**src/rtl/spi_prog_master.sv**
```systemverilog
// SPI mode-0 word transmitter for the on-chip programmer (SDI/SCLK/CS).
// Sends one DATA_W-bit word LSB first; receiver shifts on SCLK rise.
//
// Optional feature: define PROG_MASTER_BOOT_EN to self-send BOOT_WORD
// once, in the first clk cycle after each reset release.
//
// Ports:
//   clk      system clock, rising edge
//   reset    asynchronous reset, active low
//   start    send request, accepted only while busy=0
//   data_in  word to send, captured on the accept cycle
//   busy     high from the cycle after accept until the done cycle
//   done     one-cycle pulse once the word and the CS gap are complete
//   SCLK     SPI clock, idles low
//   CS       chip select, active low, idles high
//   SDO      serial data to the programmer SDI, idles 0
module spi_prog_master #(
    parameter int                 DATA_W    = 66,
    parameter int                 CLK_DIV   = 4,
    parameter int                 CS_GAP    = 2,
    parameter logic [DATA_W-1:0]  BOOT_WORD = '0
) (
    input  logic              clk,
    input  logic              reset,
    input  logic              start,
    input  logic [DATA_W-1:0] data_in,
    output logic              busy,
    output logic              done,
    output logic              SCLK,
    output logic              CS,
    output logic              SDO
);

    localparam int GAP_N = CS_GAP * CLK_DIV;
    localparam int CNT_W = $clog2(GAP_N + 1);
    localparam int BIT_W = (DATA_W > 1) ? $clog2(DATA_W) : 1;
    // The done cycle itself counts as the last cycle of the CS gap.
    localparam bit GAP_SKIP = (GAP_N == 1);
    localparam int GAP_END  = (GAP_N >= 2) ? GAP_N - 2 : 0;

`ifdef PROG_MASTER_BOOT_EN
    localparam bit BOOT = 1'b1;
`else
    localparam bit BOOT = 1'b0;
`endif

    typedef enum logic [2:0] {
        IDLE, SETUP, HIGH, LOW, HOLD, GAP
    } state_t;

    state_t            state_q, state_d;
    logic [CNT_W-1:0]  div_q, div_d;
    logic [BIT_W-1:0]  bit_q, bit_d;
    logic [DATA_W-1:0] shreg_q, shreg_d;
    logic              sclk_q, sclk_d;
    logic              cs_q, cs_d;
    logic              sdo_q, sdo_d;
    logic              busy_q, busy_d;
    logic              done_q, done_d;
    logic              boot_q;

    logic              phase_end;
    logic              go;
    logic [DATA_W-1:0] word;

    always_ff @(posedge clk or negedge reset) begin
        if (!reset) begin
            state_q <= IDLE;
            div_q   <= '0;
            bit_q   <= '0;
            shreg_q <= '0;
            sclk_q  <= 1'b0;
            cs_q    <= 1'b1;
            sdo_q   <= 1'b0;
            busy_q  <= 1'b0;
            done_q  <= 1'b0;
            boot_q  <= BOOT;
        end else begin
            state_q <= state_d;
            div_q   <= div_d;
            bit_q   <= bit_d;
            shreg_q <= shreg_d;
            sclk_q  <= sclk_d;
            cs_q    <= cs_d;
            sdo_q   <= sdo_d;
            busy_q  <= busy_d;
            done_q  <= done_d;
            boot_q  <= 1'b0;
        end
    end

    // boot_q is high only in the first cycle after reset release.
    assign go   = start | boot_q;
    assign word = boot_q ? BOOT_WORD : data_in;
    assign phase_end = (div_q == CNT_W'(CLK_DIV - 1));

    always_comb begin
        state_d = state_q;
        div_d   = div_q + CNT_W'(1);
        bit_d   = bit_q;
        shreg_d = shreg_q;
        sclk_d  = sclk_q;
        cs_d    = cs_q;
        sdo_d   = sdo_q;
        busy_d  = busy_q;
        done_d  = 1'b0;
        unique case (state_q)
            IDLE: begin
                div_d = '0;
                if (go) begin
                    shreg_d = word;
                    cs_d    = 1'b0;
                    sdo_d   = word[0];
                    bit_d   = '0;
                    busy_d  = 1'b1;
                    state_d = SETUP;
                end
            end
            SETUP, LOW: begin
                if (phase_end) begin
                    div_d   = '0;
                    sclk_d  = 1'b1;
                    state_d = HIGH;
                end
            end
            HIGH: begin
                if (phase_end) begin
                    div_d  = '0;
                    sclk_d = 1'b0;
                    if (bit_q == BIT_W'(DATA_W - 1)) begin
                        state_d = HOLD;
                    end else begin
                        shreg_d = shreg_q >> 1;
                        sdo_d   = shreg_q[1];
                        bit_d   = bit_q + BIT_W'(1);
                        state_d = LOW;
                    end
                end
            end
            HOLD: begin
                if (phase_end) begin
                    div_d = '0;
                    cs_d  = 1'b1;
                    sdo_d = 1'b0;
                    if (GAP_SKIP) begin
                        done_d  = 1'b1;
                        busy_d  = 1'b0;
                        state_d = IDLE;
                    end else begin
                        state_d = GAP;
                    end
                end
            end
            GAP: begin
                if (div_q == CNT_W'(GAP_END)) begin
                    div_d   = '0;
                    done_d  = 1'b1;
                    busy_d  = 1'b0;
                    state_d = IDLE;
                end
            end
            default: state_d = IDLE;
        endcase
    end

    assign busy = busy_q;
    assign done = done_q;
    assign SCLK = sclk_q;
    assign CS   = cs_q;
    assign SDO  = sdo_q;

endmodule

```
**config.mk**
```make
export PLATFORM = sky130hd
export DESIGN_NAME = spi_prog_master
export DESIGN_NICKNAME = d
export VERILOG_FILES = /design/src/rtl/spi_prog_master.sv
export SDC_FILE = /design/constraint.sdc
export NUM_CORES = 1
export LEC_CHECK = 0
export CAP_MARGIN = 20
export CORE_ASPECT_RATIO = 1.25
export CORE_MARGIN = 5
export CORE_UTILIZATION = 35
export DETAILED_ROUTE_END_ITERATION = 10
export PLACE_DENSITY = 0.53
export SKIP_CTS_REPAIR_TIMING = 1
export SYNTH_ARGS = -nofsm -noshare
export SYNTH_HDL_FRONTEND = slang
export SYNTH_SLANG_ARGS = --single-unit
```
**constraint.sdc**
```tcl
create_clock -name clk -period 2.74 [get_ports clk]
set_input_delay 0.685 -clock clk [delete_from_list [all_inputs] [get_ports clk]]
set_output_delay 0.685 -clock clk [all_outputs]
set_load 0.01 [all_outputs]
```
==> flow_summary.toml, run 1 <==
[outcome]
status = "complete, no violations"

[pwr]
power_density_nw_per_um2 = 1140
vdd_ir_drop_max_mv = 0.437
p_leak_nw = 2.73

[sta]
slew_headroom = 0.552
setup_viol = 0
tightest_slew_ps = 672
fin_tns_setup_ps = 0
rsz0062_at_grt = "false"
finalHoldViolCount = 0
setup_ws_ps = 610
finalMaxSlewViolations = 0
clock.fmax_mhz = 470
min_period_ps = 2130
fin_hold_ws_ps = 349
period_share = 0.777
skew_ps = 6.36

[setup_path]
required_ps = 2950
critical-path-max-stage-delay_ps = 390
end_kind = "register"
worst-path-buf-inv = 1
path_max_fanout = 37
cp_slowest_cell = "dfrtp_1"
reg2reg_slack_ps = 610
path_class = "reg2reg"
path_delay_family = "compound AO/OA/AOI/OAI gates"
path_cells = "ha_1, nor3b_2, o211ai_2, a21boi_4, buf_12, mux2_4"
start_kind = "register"
arrival_ps = 2340

[synthesis]
seq_area_frac_synth = 0.459
netlist_area_um2 = 4580
avgSynthCellArea_um2 = 10.0
yosysWarnings = 0
synth_nets = 531
syn_inst = 458
synth_cell_types = 45
synth-seq-cells = 84

[cells_and_area]
fillers = 1263
syn_to_final_growth_pct = 25.8
nNetsFinal = 599
final_area_um2 = 5760
antennaDiodeCount = 0
drive_above_1_share = 0.190
final_common_cell = "nand2_1"
layout_common_cells = "198 x nand2_1, 83 x dfrtp_1, 72 x clkdlybuf4s50_1, 63 x mux2_4, 13 x nor2_1"

[clock_tree]
cts_buffers = 9
cts_max_level = 3
clock-sinks = 84
cts_tree = "built"
ctsLongestPathBuffers = 2
clk_pin_slew_ps = 60
cts_root_buf = "clkbuf_16"
clkLatencyLatePin_ps = 330

[flow_run]
drv_cap = 0

[global_routing]
grt.overflow.total = 0
track_usage = 0.129
grt_max_degree = 69
antenna_found_initial = 0
grt_pass1_wl_um = 16500
grt_pass1_vias = 3491

[route]
routed_via_density = 4.69
wl_per_cell_um = 13.7
dr_total_vias = 3276
first_pass_iters = 4
drt-total-wl_um = 9560
drt_iter0_markers = 112
drc = 0
ant_nets = 0

[placement]
placed_cell_area_um2 = 5420
portBuffers = 73
dp_hpwl_um = 6380
gp_congestion = 0.768
pre_cts_ws_ps = 326

[floorplan]
rows = 46
initial_core_util = 0.358
die_y_um = 138
die_area_um2 = 15500
coreArea_um2 = 12800
pin_count = 74
die_x_um = 112

[worst_hold_path]
hp-class = "in2async"
-- synth_stat cells, drive strengths merged --
cell,instances,area share
and4b,1,0.0022
mux2i,1,0.0022
nand3b,1,0.0016
a211oi,1,0.0016
or2,1,0.0014
nand2b,2,0.0027
xnor2,1,0.0019
o211a,1,0.0022
or3,2,0.0027
a31oi,3,0.0041
buf,13,0.036
o22ai,1,0.0014
o211ai,2,0.0044
nand4,1,0.0014
o21a,1,0.0016
nor4b,1,0.0019
nor3,1,0.0011
a22o,1,0.0019
or3b,2,0.0038
o31ai,2,0.0033
clkbuf,13,0.011
inv,7,0.0057
nand3,5,0.0055
nor3b,2,0.0055
ha,4,0.011
mux2,66,0.21
o21ai,11,0.012
nand2,198,0.16
nand4b,1,0.0019
nor2,13,0.011
dfrtp,83,0.45
xor2,1,0.0019
dfstp,1,0.0057
a21boi,1,0.0016
a41oi,2,0.0038
a22oi,1,0.0016
a21oi,8,0.0087
or4,2,0.0041
-- power by group --
group	total (mW)	switching (mW)	internal [mW]
logic	2.98	1.34	1.64
registers	2.26	0.414	1.85
clock network	1.34	0.468	0.873
-- sequential cells by signal (all words and copies together) (netlist names) --
name     cells
div_q        4
shreg_q     65
SDO          1
busy         1
done         1
SCLK         1
CS           1
bit_q        7
state_q      3
-- cells by family (layout without fill, tap and decap cells) --
logic type / after synthesis / in the layout / synth area share
and+or+nand+nor: 233 / 233 / 0.209
DFF: 84 / 84 / 0.459
muxes: 67 / 67 / 0.216
AOI/OAI and AO/OA: 35 / 35 / 0.0484
buffers and inverters: 33 / 106 / 0.0525
adders and majority gates: 4 / 4 / 0.0109
xor gates and xnor gates: 2 / 2 / 0.00383
-- final timing paths --
| kind | start | end | depth (start not counted) |
|---|---|---|---|
| max reg2reg | div_q[0] | shreg_q[35] | 6 |
| min reg2reg | div_q[0] | div_q[0] | 1 |
| min in group clk | div_q[0] | div_q[0] | 1 |
| min | reset | shreg_q[60] | 1 |
| max in group asynchronous | reset | bit_q[6] | 2 |
| max | div_q[0] | shreg_q[35] | 6 |
-- stage by stage --
step                      power (mW)  utilization  instances
final                           6.58        0.451        699
after global routing            7.11        0.451        699
after CTS                       6.68        0.451        699
after detailed placement        5.29        0.424        683
after global placement          5.22        0.424        683
after floorplan                 4.72            -        458
-- routing by layer --
layer  vias to the layer above  global-route usage  part of all wire
met3                        10              0.0292             0.040
met4                         0              0.0347             0.010
met5                         -                   0                 0
li1                       1639                   -                 -
met2                        59               0.212              0.47
met1                      1568               0.173              0.48
-- final cells by class --
cell class              count  area [um^2]  area share
inverters                   7         26.3     0.00456
clock inverters             3         67.6      0.0117
flip-flops and latches     84         2100       0.365
well taps                 168          210      0.0365
clock buffers              13          270      0.0469
repair buffers             83          828       0.144
multi-input cells         341         2250       0.391
(Power assumes the default switching activity.)
==> inputs of run 2 (changes only) <==
PLACE_DENSITY = 0.55   (was 0.53)
clock period = 1.85 ns   (was 2.74 ns; I/O delays follow)
==> run 2 against run 1 <==
- power is 57% higher
- highest routed layer unchanged
- critical path type unchanged
- wire length is 6.5% higher
- global-route usage is 0.13 points higher
- largest cell class unchanged
- clock-buffer cell count is 2 higher
- setup slack worse by 760 ps
- combinational power is 82% higher
- the flow now finishes with violations (negative setup slack)
- final area is 6.8% higher
==> flow_summary.toml, run 2 (synthesized netlist as in run 1, its figures left out) <==
[outcome]
status = "finished with violations"
violations = "negative setup slack"

[setup_path]
end_kind = "register"
r2r-start = "bit_q[5]"
start_kind = "register"
path_cells = "or4_4, o211ai_4, a21boi_4, buf_12, clkbuf_16, mux2_4"
arrival_ps = 2220
path_max_fanout = 8
path_class = "reg2reg"
path_delay_family = "simple AND/OR/NAND/NOR gates"
critical-path-max-stage-delay_ps = 570
cp_slowest_cell = "or4_4"
startpoint = "bit_q[5]"
required_ps = 2070
worst-path-buf-inv = 2

[cells_and_area]
seq_area_um2 = 2100
drive_above_1_share = 0.252
multiInputGateArea_um2 = 2340
fin_cells = 732
largestRegisters = "shreg_q x65, bit_q x7, div_q x4"
final_common_cell = "nand2_1"
antennaDiodeCount = 0
syn_to_final_growth_pct = 34.3
regMostFlops = "shreg_q"
layout_common_cells = "198 x nand2_1, 83 x dfrtp_1, 71 x clkdlybuf4s50_1, 64 x mux2_4, 31 x buf_4"
fillers = 1215
final_util = 0.481
nNetsFinal = 632
final_area_um2 = 6150
largest_register_ff_count = 65

[route]
ant_nets = 0
dr_total_vias = 3393
first_pass_iters = 4
wl_per_cell_um = 13.9
drt_iter0_markers = 158
routed_via_density = 4.64
drc = 0
drt-total-wl_um = 10200

[global_routing]
grt_pass1_vias = 3587
track_usage = 0.131
grt.overflow.total = 0
grt_max_degree = 51
grt_pass1_wl_um = 16500
antenna_found_initial = 0

[floorplan]
die_x_um = 112
rows = 46
die_area_um2 = 15500
die_y_um = 138
pin_count = 74
coreArea_um2 = 12800
initial_core_util = 0.358

[pwr]
power_density_nw_per_um2 = 1680
p_leak_nw = 2.92
vdd_ir_drop_max_mv = 0.607

[flow_run]
drv_cap = 0

[sta]
setup_ws_ps = -151
min_period_ps = 2000
period_share = 1.08
rsz0062_at_grt = "true"
skew_ps = 6.12
slew_headroom = 0.686
tightest_slew_ps = 469
setup_viol = 65
clock.fmax_mhz = 500
finalHoldViolCount = 0
finalMaxSlewViolations = 0

[worst_hold_path]
hp-class = "in2async"

[clock_tree]
clock-sinks = 84
cts_root_buf = "clkbuf_16"
cts_tree = "built"
clk_pin_slew_ps = 60
cts_buffers = 9
cts_max_level = 3
ctsLongestPathBuffers = 2
clkLatencyLatePin_ps = 340

[placement]
portBuffers = 73
dp_hpwl_um = 6810
placed_cell_area_um2 = 5680
gp_congestion = 0.748
placed_cells = 706
[run 2: cell type report]
| class | instances | area share |
|---|---|---|
| Tap cell | 168 | 0.0342 |
| Clock buffer | 15 | 0.0419 |
| Sequential cell | 84 | 0.342 |
| Timing Repair Buffer | 116 | 0.196 |
| Clock inverter | 1 | 0.00122 |
| Inverter | 7 | 0.00427 |
| Multi-Input combinational cell | 341 | 0.380 |
[run 2: worst paths after layout]
kind / endpoint / slack, ps / depth (start not counted)
worst max register to register: shreg_q[31] / -150 / 6
max in group asynchronous: CS / 1250 / 2
worst max-delay path: shreg_q[31] / -150 / 6
worst min-delay path: shreg_q[62] / 10 / 1
min in group clk: SCLK / 510 / 1
worst min register to register: SCLK / 510 / 1
[run 2: power breakdown]
group	switching, mW	internal [mW]
Clock	0.696	0.949
Sequential	0.526	2.74
Combinational	2.34	3.07
[run 2: per-layer routing]
layer,share of wire,vias up,track usage
li1,-,1705,-
met1,0.47,1619,0.165
met2,0.48,58,0.221
met3,0.033,11,0.0275
met4,0.017,0,0.0501
met5,0,-,0
[run 2: stage by stage]
stage / TNS (ps) / hold slack [ps] / power (mW) / worst slack [ps]
4_1_cts: -9920 / 15.6 / 10.0 / -165
2_1_floorplan: -2230 / 167 / 7.00 / -35.9
3_5_place_dp: -11510 / 374 / 8.29 / -191
3_3_place_gp: -10360 / 374 / 8.18 / -166
6_report: -8830 / 11.2 / 10.3 / -151
5_1_grt: -11850 / 26.1 / 11.1 / -195
